## src/rtl/muldiv_seq.sv

```systemverilog
// Iterative MIPS multiply/divide sequencer: shift-add multiplier and restoring divider over WIDTH cycles.
// Define MULDIV_DIV_EN to build the divider (DIV/DIVU); without it only MULT/MULTU are accepted.
module muldiv_seq #(
  parameter int WIDTH = 32
) (
  input  logic             clock,
  input  logic             reset,
  input  logic             start,
  input  logic [1:0]       op,
  input  logic [WIDTH-1:0] opa,
  input  logic [WIDTH-1:0] opb,
  input  logic             mf_req,
  output logic             busy,
  output logic             stall,
  output logic             done,
  output logic             dz,
  output logic [WIDTH-1:0] hi,
  output logic [WIDTH-1:0] lo
);

  localparam int CW = (WIDTH > 1) ? $clog2(WIDTH) : 1;

  typedef enum logic [1:0] {
    IDLE = 2'd0,
    RUN  = 2'd1,
    FIX  = 2'd2
  } state_t;

  state_t             state_q, state_d;
  logic [2*WIDTH-1:0] acc;
  logic [WIDTH-1:0]   opnd;
  logic [CW-1:0]      cnt;
  logic               is_signed, a_neg, b_neg, accept;
  logic [WIDTH-1:0]   mag_a, mag_b;
  logic [WIDTH:0]     mul_sum;
  logic [2*WIDTH-1:0] mul_next, acc_neg;
  logic [WIDTH-1:0]   res_hi, res_lo;

`ifdef MULDIV_DIV_EN
  logic               is_div, b_zero, dz_q;
  logic [WIDTH:0]     rem_sh;
  logic [WIDTH-1:0]   rem_sub, quot_neg, rem_neg;
  logic               rem_ge;
  logic [2*WIDTH-1:0] div_next;

  assign accept = start;
  assign dz     = dz_q;
`else
  assign accept = start & ~op[1];
  assign dz     = 1'b0;
`endif

  assign busy  = (state_q != IDLE);
  assign stall = busy & (start | mf_req);

  // op[0]=0 selects the signed variants, which run on magnitudes
  assign mag_a = (~op[0] & opa[WIDTH-1]) ? -opa : opa;
  assign mag_b = (~op[0] & opb[WIDTH-1]) ? -opb : opb;

  always_comb begin
    state_d = state_q;
    case (state_q)
      IDLE:    if (accept) state_d = RUN;
      RUN:     if (cnt == '0) state_d = FIX;
      FIX:     state_d = IDLE;
      default: state_d = IDLE;
    endcase
  end

  always_comb begin
    mul_sum  = acc[0] ? ({1'b0, acc[2*WIDTH-1:WIDTH]} + {1'b0, opnd})
                      : {1'b0, acc[2*WIDTH-1:WIDTH]};
    mul_next = {mul_sum, acc[WIDTH-1:1]};
    acc_neg  = -acc;
    if (is_signed & (a_neg ^ b_neg)) {res_hi, res_lo} = acc_neg;
    else                             {res_hi, res_lo} = acc;
`ifdef MULDIV_DIV_EN
    // the shifted remainder needs one extra bit when the divisor's MSB is set
    rem_sh   = acc[2*WIDTH-1:WIDTH-1];
    rem_ge   = (rem_sh >= {1'b0, opnd});
    rem_sub  = rem_sh[WIDTH-1:0] - opnd;
    div_next = rem_ge ? {rem_sub, acc[WIDTH-2:0], 1'b1}
                      : {rem_sh[WIDTH-1:0], acc[WIDTH-2:0], 1'b0};
    quot_neg = -acc[WIDTH-1:0];
    rem_neg  = -acc[2*WIDTH-1:WIDTH];
    if (is_div) begin
      // divide by zero leaves the dividend in rem, so the dividend-sign fixup restores opa
      res_hi = (is_signed & a_neg) ? rem_neg : acc[2*WIDTH-1:WIDTH];
      if (b_zero)                           res_lo = '1;
      else if (is_signed & (a_neg ^ b_neg)) res_lo = quot_neg;
      else                                  res_lo = acc[WIDTH-1:0];
    end
`endif
  end

  always_ff @(posedge clock or negedge reset) begin
    if (!reset) state_q <= IDLE;
    else        state_q <= state_d;
  end

  always_ff @(posedge clock or negedge reset) begin
    if (!reset) begin
      acc       <= '0;
      opnd      <= '0;
      cnt       <= '0;
      is_signed <= 1'b0;
      a_neg     <= 1'b0;
      b_neg     <= 1'b0;
      hi        <= '0;
      lo        <= '0;
      done      <= 1'b0;
`ifdef MULDIV_DIV_EN
      is_div    <= 1'b0;
      b_zero    <= 1'b0;
      dz_q      <= 1'b0;
`endif
    end else begin
      done <= (state_q == FIX);
      case (state_q)
        IDLE: begin
          if (accept) begin
            is_signed <= ~op[0];
            a_neg     <= opa[WIDTH-1];
            b_neg     <= opb[WIDTH-1];
            cnt       <= CW'(WIDTH - 1);
            acc       <= {{WIDTH{1'b0}}, mag_b};
            opnd      <= mag_a;
`ifdef MULDIV_DIV_EN
            is_div    <= op[1];
            b_zero    <= (opb == '0);
            if (op[1]) begin
              acc  <= {{WIDTH{1'b0}}, mag_a};
              opnd <= mag_b;
            end
`endif
          end
        end
        RUN: begin
`ifdef MULDIV_DIV_EN
          acc <= is_div ? div_next : mul_next;
`else
          acc <= mul_next;
`endif
          if (cnt != '0) cnt <= cnt - 1'b1;
        end
        FIX: begin
          hi <= res_hi;
          lo <= res_lo;
`ifdef MULDIV_DIV_EN
          dz_q <= is_div & b_zero;
`endif
        end
        default: ;
      endcase
    end
  end

endmodule

```

## config.mk

```make
export PLATFORM = sky130hd
export DESIGN_NAME = muldiv_seq
export DESIGN_NICKNAME = d
export VERILOG_FILES = /design/src/rtl/muldiv_seq.sv
export SDC_FILE = /design/constraint.sdc
export NUM_CORES = 1
export LEC_CHECK = 0
export ABC_AREA = 1
export CAP_MARGIN = 20
export CELL_PAD_IN_SITES_DETAIL_PLACEMENT = 2
export CELL_PAD_IN_SITES_GLOBAL_PLACEMENT = 2
export CORE_ASPECT_RATIO = 0.6
export CORE_MARGIN = 1.5
export CORE_UTILIZATION = 30
export CTS_BUF_LIST = sky130_fd_sc_hd__clkbuf_8 sky130_fd_sc_hd__clkbuf_16
export CTS_CLUSTER_SIZE = 28
export DETAILED_ROUTE_END_ITERATION = 8
export DONT_BUFFER_PORTS = 1
export PLACE_DENSITY_LB_ADDON = 0.1
export SLEW_MARGIN = 20
export SYNTH_ARGS = -nofsm -noshare
export SYNTH_HDL_FRONTEND = slang
export SYNTH_SLANG_ARGS = --single-unit
```

## constraint.sdc

```tcl
create_clock -name clock -period 5.15 [get_ports clock]
set_input_delay 0.2575 -clock clock [delete_from_list [all_inputs] [get_ports clock]]
set_output_delay 0.2575 -clock clock [all_outputs]
set_load 0.01 [all_outputs]
```

# After elaboration in Yosys (flattened, before gate mapping)
# Index checks and enable logic that the tools add are counted.
# totals
register_bits	171
input_bits	70
word_cells	51
# classes
addsub	5
n_eq_ne	5
n_mux	13
bitwise	9
reduce_logical	9
# op_table
cell	count
32-bit 2-to-1 mux	4
64-bit case mux with 2 select lines	1
64-bit 2-to-1 mux	1
32-bit negator	2
64-bit negator	1
32-bit by 32-bit adder with 33-bit output	1
33-bit 2-to-1 mux	1
5-bit 2-to-1 mux	2
5-bit case mux with 2 select lines	1
2-bit != test (second input constant)	3
2-bit AND reduction	3
1-bit bitwise AND	5
5-bit zero test	1
5-bit nonzero test	1
5-bit by 1-bit subtractor with 5-bit output (second input constant)	1
2-bit 2-to-1 mux	2
2-bit case mux with 2 select lines	1
2-bit nonzero test	2
3-bit AND reduction	1
2-bit by 1-bit equality test with 1-bit output (second input constant)	1
2-bit equality test (second input constant)	1
2-bit zero test	1
1-bit inverter	2
1-bit OR	1
1-bit XOR	1

# Depth between registers and ports, before layout
# Gate-level depths: netlist (run 1).
# logic_depth
ltp_word	5
ltp_mapped	15

# Worst setup path before layout (run 1)
# No wires, ideal clock.
# synth_path
path_kind	register to register
start	register acc[0]
end	register hi[14]
arrival_ns	1.883
path_slack_ns	3.150
path_stages_with_launch	15
n_path_buf	1
synth_period_minus_slack_ns	2.000
path_cell_list	dfrtp_1 -> inv_2 -> clkbuf_1 -> ha_1 -> nand2_1 -> nor2_2 -> nand2_1 -> nand2_2 -> nand2_2 -> nor2_4 -> nand2_2 -> nor2_4 -> nand3_1 -> nand3_1 -> nand2_1
# synth_via
elab_chain_len	2
# synth_rtl
item	line	source
from (decl)	30	logic [2*WIDTH-1:0] acc;
from (signal assigned)	126	acc <= {{WIDTH{1'b0}}, mag_b};
from (signal assigned)	142	acc <= mul_next;
64-bit negator	74	acc_neg = -acc;
32-bit 2-to-1 mux	75	if (is_signed & (a_neg ^ b_neg)) {res_hi, res_lo} = acc_neg;
to (signal assigned)	147	hi <= res_hi;
to (decl)	17	output logic [WIDTH-1:0] hi,
# No other way between the ends.
# A chain may end at the register's enable or synchronous reset.

# Final worst setup path (run 1)
# layout_path
start	register state_q[1]
end	register acc[28]
# layout_via
elab_chain_len	3
elab_cells_between_ends	6
cone_classes	2 x eq/ne; 1 x mux; 3 x reduce/logical
# layout_rtl
item	line	source
from (decl)	29	state_t state_q, state_d;
from (signal assigned)	98	else state_q <= state_d;
2-bit by 1-bit equality test with 1-bit output or 2-bit zero test (tied branches)	119	case (state_q)
2-bit nonzero test (no line) or 2-bit != test (tied branches)	--	
2-bit AND reduction (no line)	--	
# Parallel ways exist; a longest one is shown, timed or not.

==> qor.yml, run 1 <==
design.die.area_sq_um: 45300
slew_headroom: 0.343
cap_violations: 0
synth_edf_count: 0
synth_top_area_frac: 0.324
regArea_sq_um: 4280
max_stage_delay_ns: 0.82
postSynth.asyncResetShare: 1.00
nets: 2190
grt_pass1_wl_microns: 91000
startpoint_type: "flip-flop"
start_util: 0.304
synth_area_leaders: "dfrtp_1, nand2_1, inv_1"
gr-total-overflow: 0
cts_resized: 0
clk_pin_slew_ns: 0.08
cts_made_buffers: 17
core_area_sq_um: 43400
vias: 13900
setup-violations-final: 0
die-width_microns: 274
yosys_warnings: 0
dr.pass1.iters: 5
ff2ff_path_depth: 8
io_buffer_count: 0
wl_per_cell_microns: 22.6
grt_use_total: 0.271
synth_area_per_cell_sq_um: 6.33
layout-drive-gt1-share: 0.0477
finalHoldViolCount: 0
first_iter_violations: 873
post_drt_via_cell_ratio: 5.21
ys_seq_area_frac: 0.324
crit_top_cell: "inv_2"
antenna_found_initial: 0
period_needed_ns: 3.27
synth_top_flop_cell: "dfrtp_1"
grt_max_degree: 172
area_growth_pct: 10.2
routed_wirelength_microns: 60300
yosysTopAreaCell: "dfrtp_1"
path_cells: "inv_1 > nand2_2 > buf_4 > inv_2 > nor2_4 > inv_2 > o22ai_1 > o21bai_1"
fin_area_sq_um: 14600
syn-cell-area_sq_um: 13200
dpl_cell_area_sq_um: 13700
cts_buffer_depth: 2
dieHeight_microns: 166
skew_ns: 0.0150
status: "finished clean"
p_per_area_nw_per_um2: 712
clk_latency_ns: 0.47
finalCritPeriodShare: 0.635
gp_congestion: 0.891
cp.required_ns: 5.54
ctsHtreeMaxLevel: 4
rsz0062_at_grt: "no"
arrival_ns: 3.66
cp_max_fo: 59
synthMuxAreaShare: 0
dp_hpwl_microns: 48800
fin_setup_tns_ns: 0
drv_slew: 0
ioPinCount: 138
cp_slowest_cell: "nor2_4"
diodes: 0
power_leakage_uw: 0.00733
worst_pin_slew_ns: 0.984
power.total_uw: 10400
drc_errors: 0
syn-num-nets: 2195
max_clock_freq_mhz: 306
endpoint_kind: "flip-flop"
clock_sinks: 171
peakVddDrop_mv: 0.222
multi_input_area_sq_um: 7660
grt_pass1_vias: 14400
synth-xor-area-share: 0.0405
cts_tree: "yes"
hp-class: "in -> reg"
synth_fa_ha_area_frac: 0.0366
crit_type: "reg -> reg"
synth_top_family_by_area: "simple AND/OR/NAND/NOR gates"
synth-seq-cells: 171
worstHoldPathCells: 2
synth_commonest_cells: "nand2_1, inv_1, nor2_1, nand3_1, dfrtp_1"
ant_nets: 0
clockRootBuffer: "clkbuf_16"
yosys.cell_types.count: 44
rows: 59
syn-instance-count: 2087
n_fill_cell: 5335
synth-compound-area-share: 0.114
final_util: 0.335
synth_most_common_cell: "nand2_1"
synth-simple-area-share: 0.387
hold_slack_ns: 0.0166
-- cells by family (layout without fill, tap and decap cells) --
kind of cell | after synthesis | after routing
adders and majority gates | 38 | 38
buffers and inverters | 322 | 330
DFF | 171 | 171
other | 1 | 1
and+or+nand+nor | 1227 | 1227
AOI/OAI and AO/OA | 267 | 267
xor gates and xnor gates | 61 | 61
-- metrics by stage --
stage	worst slack, ns	cells
after floorplan	3.15	2087
after global placement	2.15	2618
after detailed placement	1.97	2618
after CTS	1.94	2674
after global routing	1.67	2674
final	1.88	2674
-- power breakdown --
part	switching [uW]	internal (uW)	total (uW)	leakage, uW
combinational	4210	1780	6000	0.00486
sequential	1080	1950	3030	0.00219
clock	695	646	1340	0.000278
total	5990	4380	10400	0.00733
-- cell usage in the layout, fill, tap and decap left out, types with 13 or more instances in the layout --
master / synthesis / layout
dlygate4sd3_1: 0 / 23
ha_1: 37 / 37
nand4_1: 23 / 23
o22ai_1: 20 / 20
inv_1: 254 / 253
o221ai_1: 14 / 14
a21oi_1: 76 / 76
nor3_1: 13 / 13
dfrtp_1: 171 / 171
xor2_1: 50 / 50
nor2_1: 232 / 232
o21ai_0: 110 / 110
clkbuf_16: 0 / 17
nand2_1: 728 / 727
nand3_1: 178 / 178
-- sequential cells by signal (all words and copies together) (netlist names) --
signal     count
done           1
acc           64
cnt            5
hi            32
state_q        2
is_signed      1
b_neg          1
opnd          32
lo            32
a_neg          1
-- metal layers --
layer,up-vias,part of all wire,routed length [microns],GRT usage
met1,7007,0.55,33500,0.434
met4,0,0.0099,600,0.0447
met5,-,0,0,0
li1,6629,-,-,-
met2,263,0.38,22800,0.363
met3,36,0.058,3470,0.0552
-- critical path: cells and delay by family, from the launching register on --
kind | cells | cell delay [ns]
simple gates | 2 | 0.88
compound gates | 2 | 0.45
flops | 1 | 0.37
buf+inv | 4 | 1.42
-- layout make-up --
cell class	instances	share of cell area
Multi-Input combinational cell	1594	0.526
Sequential cell	171	0.294
Inverter	266	0.0686
Tap cell	579	0.0498
Clock buffer	17	0.0292
Timing Repair Buffer	32	0.0218
Clock inverter	15	0.0103
-- worst paths after layout --
path                             from         end  slack [ns]
min                            opa[1]     opnd[1]        0.02
max reg2reg                state_q[1]     acc[28]        1.88
min reg2reg                    cnt[3]  state_q[1]        0.49
max in group asynchronous       reset    opnd[24]        3.91
max                        state_q[1]     acc[28]        1.88
min in group asynchronous       reset       lo[3]        0.46
-- repair_timing --
item,in CTS,in global routing
buffers inserted,0,0
hold buffers,24,0
hold endpoints to repair,193,0
No activity file was read; power rests on OpenSTA's default activity.
==> run 2: changes to the inputs <==
--- a/config.mk
+++ b/config.mk
@@ -5,7 +5,7 @@
 export SDC_FILE = /design/constraint.sdc
 export NUM_CORES = 1
 export LEC_CHECK = 0
-export ABC_AREA = 1
+export ABC_AREA = 0
 export CAP_MARGIN = 20
 export CELL_PAD_IN_SITES_DETAIL_PLACEMENT = 2
 export CELL_PAD_IN_SITES_GLOBAL_PLACEMENT = 2
==> constraint.sdc (replaced) <==
create_clock -name clock -period 2.9 [get_ports clock]
set_input_delay 0.145 -clock clock [delete_from_list [all_inputs] [get_ports clock]]
set_output_delay 0.145 -clock clock [all_outputs]
set_load 0.01 [all_outputs]
==> run 2 against run 1 <==
The run now ends with negative hold slack left. Die area shrank 17%. Design area down 6.8%. Non-clock buffer count increased by 149. Hold slack got worse by 0.64 ns. Wire length down 27%. Combinational power rose by 36%. Highest routed layer unchanged. Flip-flop and latch count did not move. Sequential share of layout area up 2.2 points. Worst setup slack got worse by 1.8 ns.
==> qor.yml, run 2 <==
grt_pass1_wl_microns: 68600  # -25%
gp_congestion: 0.843  # -5.4%
n_fill_cell: 3902  # -27%
r2r-start: "acc[13]"
regArea_sq_um: 4280  # unchanged
finalCritPeriodShare: 0.960  # +0.325
rsz0062_at_grt: "yes"
finalHoldViolCount: 171  # +171
violations: "negative hold slack"
synth_most_common_cell: "o21ai_0"
synth_top_flop_cell: "dfrtp_1"
multi_input_area_sq_um: 6460  # -16%
largest_register: "acc"
cts_hold_buf: 67  # +180%
synth_top_area_frac: 0.390  # +0.0663
post_drt_via_cell_ratio: 5.42  # +4.0%
power.total_uw: 15200  # +47%
layout_commonest_cell: "dfrtp_1"
wl_per_cell_microns: 23.4  # +3.8%
drv_slew: 0  # unchanged
cap_violations: 0  # unchanged
clockRootBuffer: "clkbuf_16"
period_needed_ns: 2.78  # -0.486 ns
setup-violations-final: 0  # unchanged
endpoint_kind: "flip-flop"
skew_ns: 0.0121  # -0.00299 ns
worst_pin_slew_ns: 0.769  # -0.215 ns
diodes: 0  # unchanged
first_iter_violations: 710  # -19%
dieHeight_microns: 151  # -8.7%
grt_pass1_vias: 10900  # -24%
clk_latency_ns: 0.46  # about the same
crit_family: "simple AND/OR/NAND/NOR gates"
synth-seq-cells: 171  # unchanged
hp-class: "in -> async"
synth_area_leaders: "dfrtp_1, o21ai_0, xnor2_1"
clk_pin_slew_ns: 0.08  # about the same
synth_area_per_cell_sq_um: 8.64  # +37%
ctsHtreeMaxLevel: 4  # unchanged
place_ws_ns: -0.106  # -2.08 ns
cp_slowest_cell: "or4_4"
crit_type: "reg -> reg"
cts_buffer_depth: 2  # unchanged
max_clock_freq_mhz: 359  # +17%
cts_made_buffers: 17  # unchanged
core_area_sq_um: 35500  # -18%
ioPinCount: 138  # unchanged
power_leakage_uw: 0.00587  # -20%
grt_use_total: 0.240  # -0.0309
grt_max_degree: 172  # unchanged
dr.pass1.iters: 5  # unchanged
final_util: 0.382  # +0.0469
largest_register_ffs: 64  # unchanged
rows: 53  # -10%
syn-cell-area_sq_um: 11000  # -17%
hold_slack_ns: -0.628  # -0.645 ns
gr-total-overflow: 0  # unchanged
syn-num-nets: 1376  # -37%
yosys_warnings: 0  # unchanged
critPathBufInv: 2  # -2
ant_nets: 0  # unchanged
drc_errors: 0  # unchanged
yosysTopAreaCell: "dfrtp_1"
synth_commonest_cells: "o21ai_0, dfrtp_1, nand2_1, nor2_1, xnor2_1"
arrival_ns: 3.11  # -0.55 ns
synth_edf_count: 0  # unchanged
antenna_found_initial: 1  # +1
area_growth_pct: 23.7
peakVddDrop_mv: 0.483  # +120%
mostFrequentLayoutCells: "dfrtp_1, o21ai_0, nand2_1"
path_cells: "or4_4 > or4_4 > nor3_4 > buf_4 > and3_4 > a21oi_1 > xnor2_1 > buf_4 > o21ai_0"
cts_tree: "yes"
dp_hpwl_microns: 32300  # -34%
crit_start: "acc[13]"
start_util: 0.309  # +0.00475
status: "finished, violations left"
startpoint_type: "flip-flop"
cp_max_fo: 5  # -92%
routed_wirelength_microns: 43900  # -27%
io_buffer_count: 0  # unchanged
max_stage_delay_ns: 0.56  # -0.26 ns
design.die.area_sq_um: 37700  # -17%
layout-drive-gt1-share: 0.136  # +0.0878
postSynth.asyncResetShare: 1.00  # unchanged
syn-instance-count: 1268  # -39%
die-width_microns: 250  # -8.8%
yosys.cell_types.count: 72  # +64%
clock_sinks: 171  # unchanged
nets: 1504  # -31%
vias: 10200  # -27%
cp.required_ns: 3.23  # -2.31 ns
p_per_area_nw_per_um2: 1120  # +58%
ys_seq_area_frac: 0.390  # +0.0663
slew_headroom: 0.485  # +0.143
fin_area_sq_um: 13600  # -6.8%
fin_ws_ns: 0.116  # -1.76 ns
dpl_cell_area_sq_um: 12100  # -12%
## run 2: logic make-up (layout without fill, tap and decap cells)
logic type | after synthesis | in the layout | synth area share
flops | 171 | 171 | 0.390
other cells | 1 | 1 | 0.000342
fa+ha+maj | 38 | 38 | 0.0441
buf+inv | 94 | 235 | 0.0371
mux | 14 | 14 | 0.0129
simple gates | 398 | 398 | 0.175
compound gates | 405 | 405 | 0.222
xor+xnor | 147 | 147 | 0.117
## run 2: power by group
group          internal (uW)  switching [uW]  leakage, uW
combinational           3440            4750      0.00345
clock                   1160            1220     0.000288
sequential              3410            1260      0.00212
## run 2: timing repair
action / CTS / global route
pin swaps: 3 / 10
endpoints found under the setup margin: 9 / 40
hold endpoints to repair: 237 / 171
setup buffers: 0 / 9
gates resized for setup: 6 / 30
cloned: 0 / 0
## run 2: metal layers
| layer | vias up | track usage | wire length [microns] |
|---|---|---|---|
| met2 | 140 | 0.354 | 18700 |
| li1 | 4789 | - | - |
| met5 | - | 0 | 0 |
| met1 | 5217 | 0.360 | 23300 |
| met4 | 0 | 0.0485 | 294 |
| met3 | 17 | 0.0450 | 1610 |
## run 2: layout make-up
type	count	area share
well taps	467	0.0431
repair buffers	181	0.115
clock buffers	17	0.0314
clock inverters	15	0.0125
inverters	22	0.00609
flip-flops and latches	171	0.316
multi-input cells	1003	0.476
## run 2: worst register-to-register path: cells and delay by family, from the launching register on
family / cells / cell delay (ns)
compound gates: 2 / 0.17
xor+xnor: 1 / 0.20
buf+inv: 2 / 0.38
flops: 1 / 0.39
simple gates: 4 / 1.51
## run 2: worst paths after layout
check / to / slack (ns) / cells past startpoint
min in group clock: opnd[15] / 0.01 / 4
max in group asynchronous: opnd[7] / 3.12 / 0
min: lo[14] / -0.63 / 0
min reg2reg: opnd[7] / 0.49 / 2
max reg2reg: lo[31] / 0.12 / 9
max: lo[31] / 0.12 / 9
## run 2: stage by stage
step | std cells | TNS (ns)
2_1_floorplan | 1268 | 0
3_3_place_gp | 1768 | 0
3_5_place_dp | 1768 | -0.261
4_1_cts | 1867 | 0
5_1_grt | 1876 | -0.108
6_report | 1876 | 0
==> run 3: changes to the inputs <==
--- a/config.mk
+++ b/config.mk
@@ -11,7 +11,7 @@
 export CELL_PAD_IN_SITES_GLOBAL_PLACEMENT = 2
 export CORE_ASPECT_RATIO = 0.6
 export CORE_MARGIN = 1.5
-export CORE_UTILIZATION = 30
+export CORE_UTILIZATION = 28
 export CTS_BUF_LIST = sky130_fd_sc_hd__clkbuf_8 sky130_fd_sc_hd__clkbuf_16
 export CTS_CLUSTER_SIZE = 28
 export DETAILED_ROUTE_END_ITERATION = 8
==> run 3 against run 2 <==
The run still ends with negative hold slack left. Global-route usage down 1.8 points. Fmax down 1.2%. Via count down 0.48%. Largest power group unchanged. Worst setup slack worse by 0.033 ns. Non-clock buffer count down 3. Highest routed layer unchanged. Clock skew down 0.0022 ns. Register-to-register slack worse by 0.03 ns. Total power down 0.23%. Utilization down 2.5 points.
==> qor.yml, run 3 (synthesized netlist as in run 2, its figures left out) <==
core_area_sq_um: 38100  # +7.5%
p_per_area_nw_per_um2: 1120  # -0.77%
power_leakage_uw: 0.00586  # about the same
gp_congestion: 0.837  # -0.76%
grt_max_degree: 172  # unchanged
clk_pin_slew_ns: 0.08  # about the same
path_cells: "or4_4 > or3_4 > nor4_4 > nand4_4 > buf_4 > o21ai_2 > xor2_2 > o21ai_0"
io_buffer_count: 0  # unchanged
startpoint_type: "flip-flop"
dieHeight_microns: 156  # +3.4%
clock_sinks: 171  # unchanged
status: "finished, violations left"
dr.pass1.iters: 5  # unchanged
hp-class: "in -> async"
rows: 55  # +3.8%
finalHoldViolCount: 171  # unchanged
start_util: 0.287  # -0.0214
cp_max_fo: 5  # unchanged
gr-total-overflow: 0  # unchanged
largest_register_ffs: 64  # unchanged
cts_tree: "yes"
ant_nets: 0  # unchanged
antenna_found_initial: 1  # unchanged
post_drt_via_cell_ratio: 5.27  # -2.7%
cts_hold_buf: 66  # -1.5%
fin_setup_tns_ns: 0  # unchanged
worst_pin_slew_ns: 1.01  # +0.240 ns
setup-violations-final: 0  # unchanged
ioPinCount: 138  # unchanged
first_iter_violations: 467  # -34%
drv_slew: 0  # unchanged
cap_violations: 0  # unchanged
cp_slowest_cell: "or4_4"
wl_per_cell_microns: 22.9  # -2.3%
arrival_ns: 3.15  # +0.04 ns
grt_pass1_wl_microns: 68100  # -0.71%
grt_use_total: 0.222  # -0.0176
cp.required_ns: 3.23  # about the same
fin_area_sq_um: 13600  # +0.54%
hold_slack_ns: -0.620  # +0.00788 ns
die-width_microns: 258  # +3.5%
cts_buffer_depth: 2  # unchanged
slew_headroom: 0.326  # -0.159
max_stage_delay_ns: 0.50  # -0.06 ns
largest_register: "acc"
dp_hpwl_microns: 32200  # -0.39%
clockRootBuffer: "clkbuf_16"
crit_type: "reg -> reg"
dpl_cell_area_sq_um: 12100  # +0.66%
period_needed_ns: 2.82  # +0.0327 ns
layout_commonest_cell: "dfrtp_1"
skew_ns: 0.00990  # -0.00216 ns
max_clock_freq_mhz: 355  # -1.2%
violations: "negative hold slack"
ctsHtreeMaxLevel: 4  # unchanged
mostFrequentLayoutCells: "dfrtp_1, o21ai_0, nand2_1"
grt_pass1_vias: 10800  # -1.2%
drc_errors: 0  # unchanged
ff2ff_path_depth: 8  # -1
nets: 1501  # -0.20%
endpoint_kind: "flip-flop"
design.die.area_sq_um: 40400  # +7.0%
finalCritPeriodShare: 0.971  # +0.0113
clk_latency_ns: 0.45  # about the same
routed_wirelength_microns: 43900  # about the same
diodes: 0  # unchanged
n_fill_cell: 4274  # +9.5%
vias: 10100  # -0.48%
area_growth_pct: 24.4
peakVddDrop_mv: 0.397  # -18%
layout-drive-gt1-share: 0.141  # +0.00527
cts_made_buffers: 17  # unchanged
[run 3: cell count changes in the layout (fill, tap and decap cells not counted), moves of 2 or more]
cell / before / now
a21oi_1: 78 / 74
o21ai_0: 168 / 166
inv_6: 5 / 8
buf_12: 1 / 3
xor2_1: 63 / 61
a21oi_2: 2 / 6
clkinv_8: 4 / 1
a211oi_2: 2 / 0
xnor2_1: 84 / 82
xnor2_2: 0 / 2
xor2_2: 0 / 2
buf_4: 108 / 105
[run 3: layout make-up]
class	count	area, sq um	area share
Clock buffer	17	425	0.0312
Clock inverter	15	143	0.0105
Inverter	22	82.6	0.00606
Multi-Input combinational cell	1003	6510	0.477
Sequential cell	171	4280	0.314
Tap cell	513	642	0.0471
Timing Repair Buffer	178	1550	0.114
[run 3: metrics by stage]
stage          utilization  setup WS, ns  hold WS, ns  instances  power (uW)
6_report             0.358        0.0832       -0.620       1919       15200
5_1_grt              0.358       -0.0450       -0.653       1919       16400
4_1_cts              0.351        0.0217       -0.647       1912       15000
3_3_place_gp         0.318       -0.0561       -0.145       1814       12200
3_5_place_dp         0.318        -0.160       -0.144       1814       12400
2_1_floorplan            -         0.287       -0.151       1268        9200
[run 3: critical path: cells and delay by family (launching register included)]
family                 cells  cell delay, ns
AND/OR/NAND/NOR            4            1.54
AO/OA/AOI/OAI              2            0.26
buffers and inverters      1            0.20
XOR/XNOR                   1            0.25
flip-flops                 1            0.43
[run 3: final timing paths]
check | slack (ns) | to | startpoint
min reg2reg | 0.49 | opnd[11] | opnd[11]
max reg2reg | 0.08 | hi[12] | acc[21]
max | 0.08 | hi[12] | acc[21]
min in group clock | 0.01 | acc[8] | opb[8]
min | -0.62 | acc[27] | reset
max in group asynchronous | 3.17 | acc[53] | reset
[run 3: power breakdown]
| part | switching, uW | internal [uW] | leakage (uW) |
|---|---|---|---|
| logic | 4720 | 3470 | 0.00346 |
| registers | 1260 | 3410 | 0.00212 |
| clock network | 1200 | 1150 | 0.000283 |
[run 3: layer usage]
layer	vias to the layer above	share of wire	global-route usage
met5	-	0	0
met4	0	0.0081	0.0359
met3	22	0.032	0.0420
met2	125	0.42	0.327
met1	5189	0.54	0.337
li1	4778	-	-
[run 3: timing repair]
action,in CTS,in global routing
pin swaps,3,16
endpoints found under the setup margin,14,27
setup buffers,0,8
hold endpoints to repair,235,171
gates cloned,0,0
resized for setup,7,37
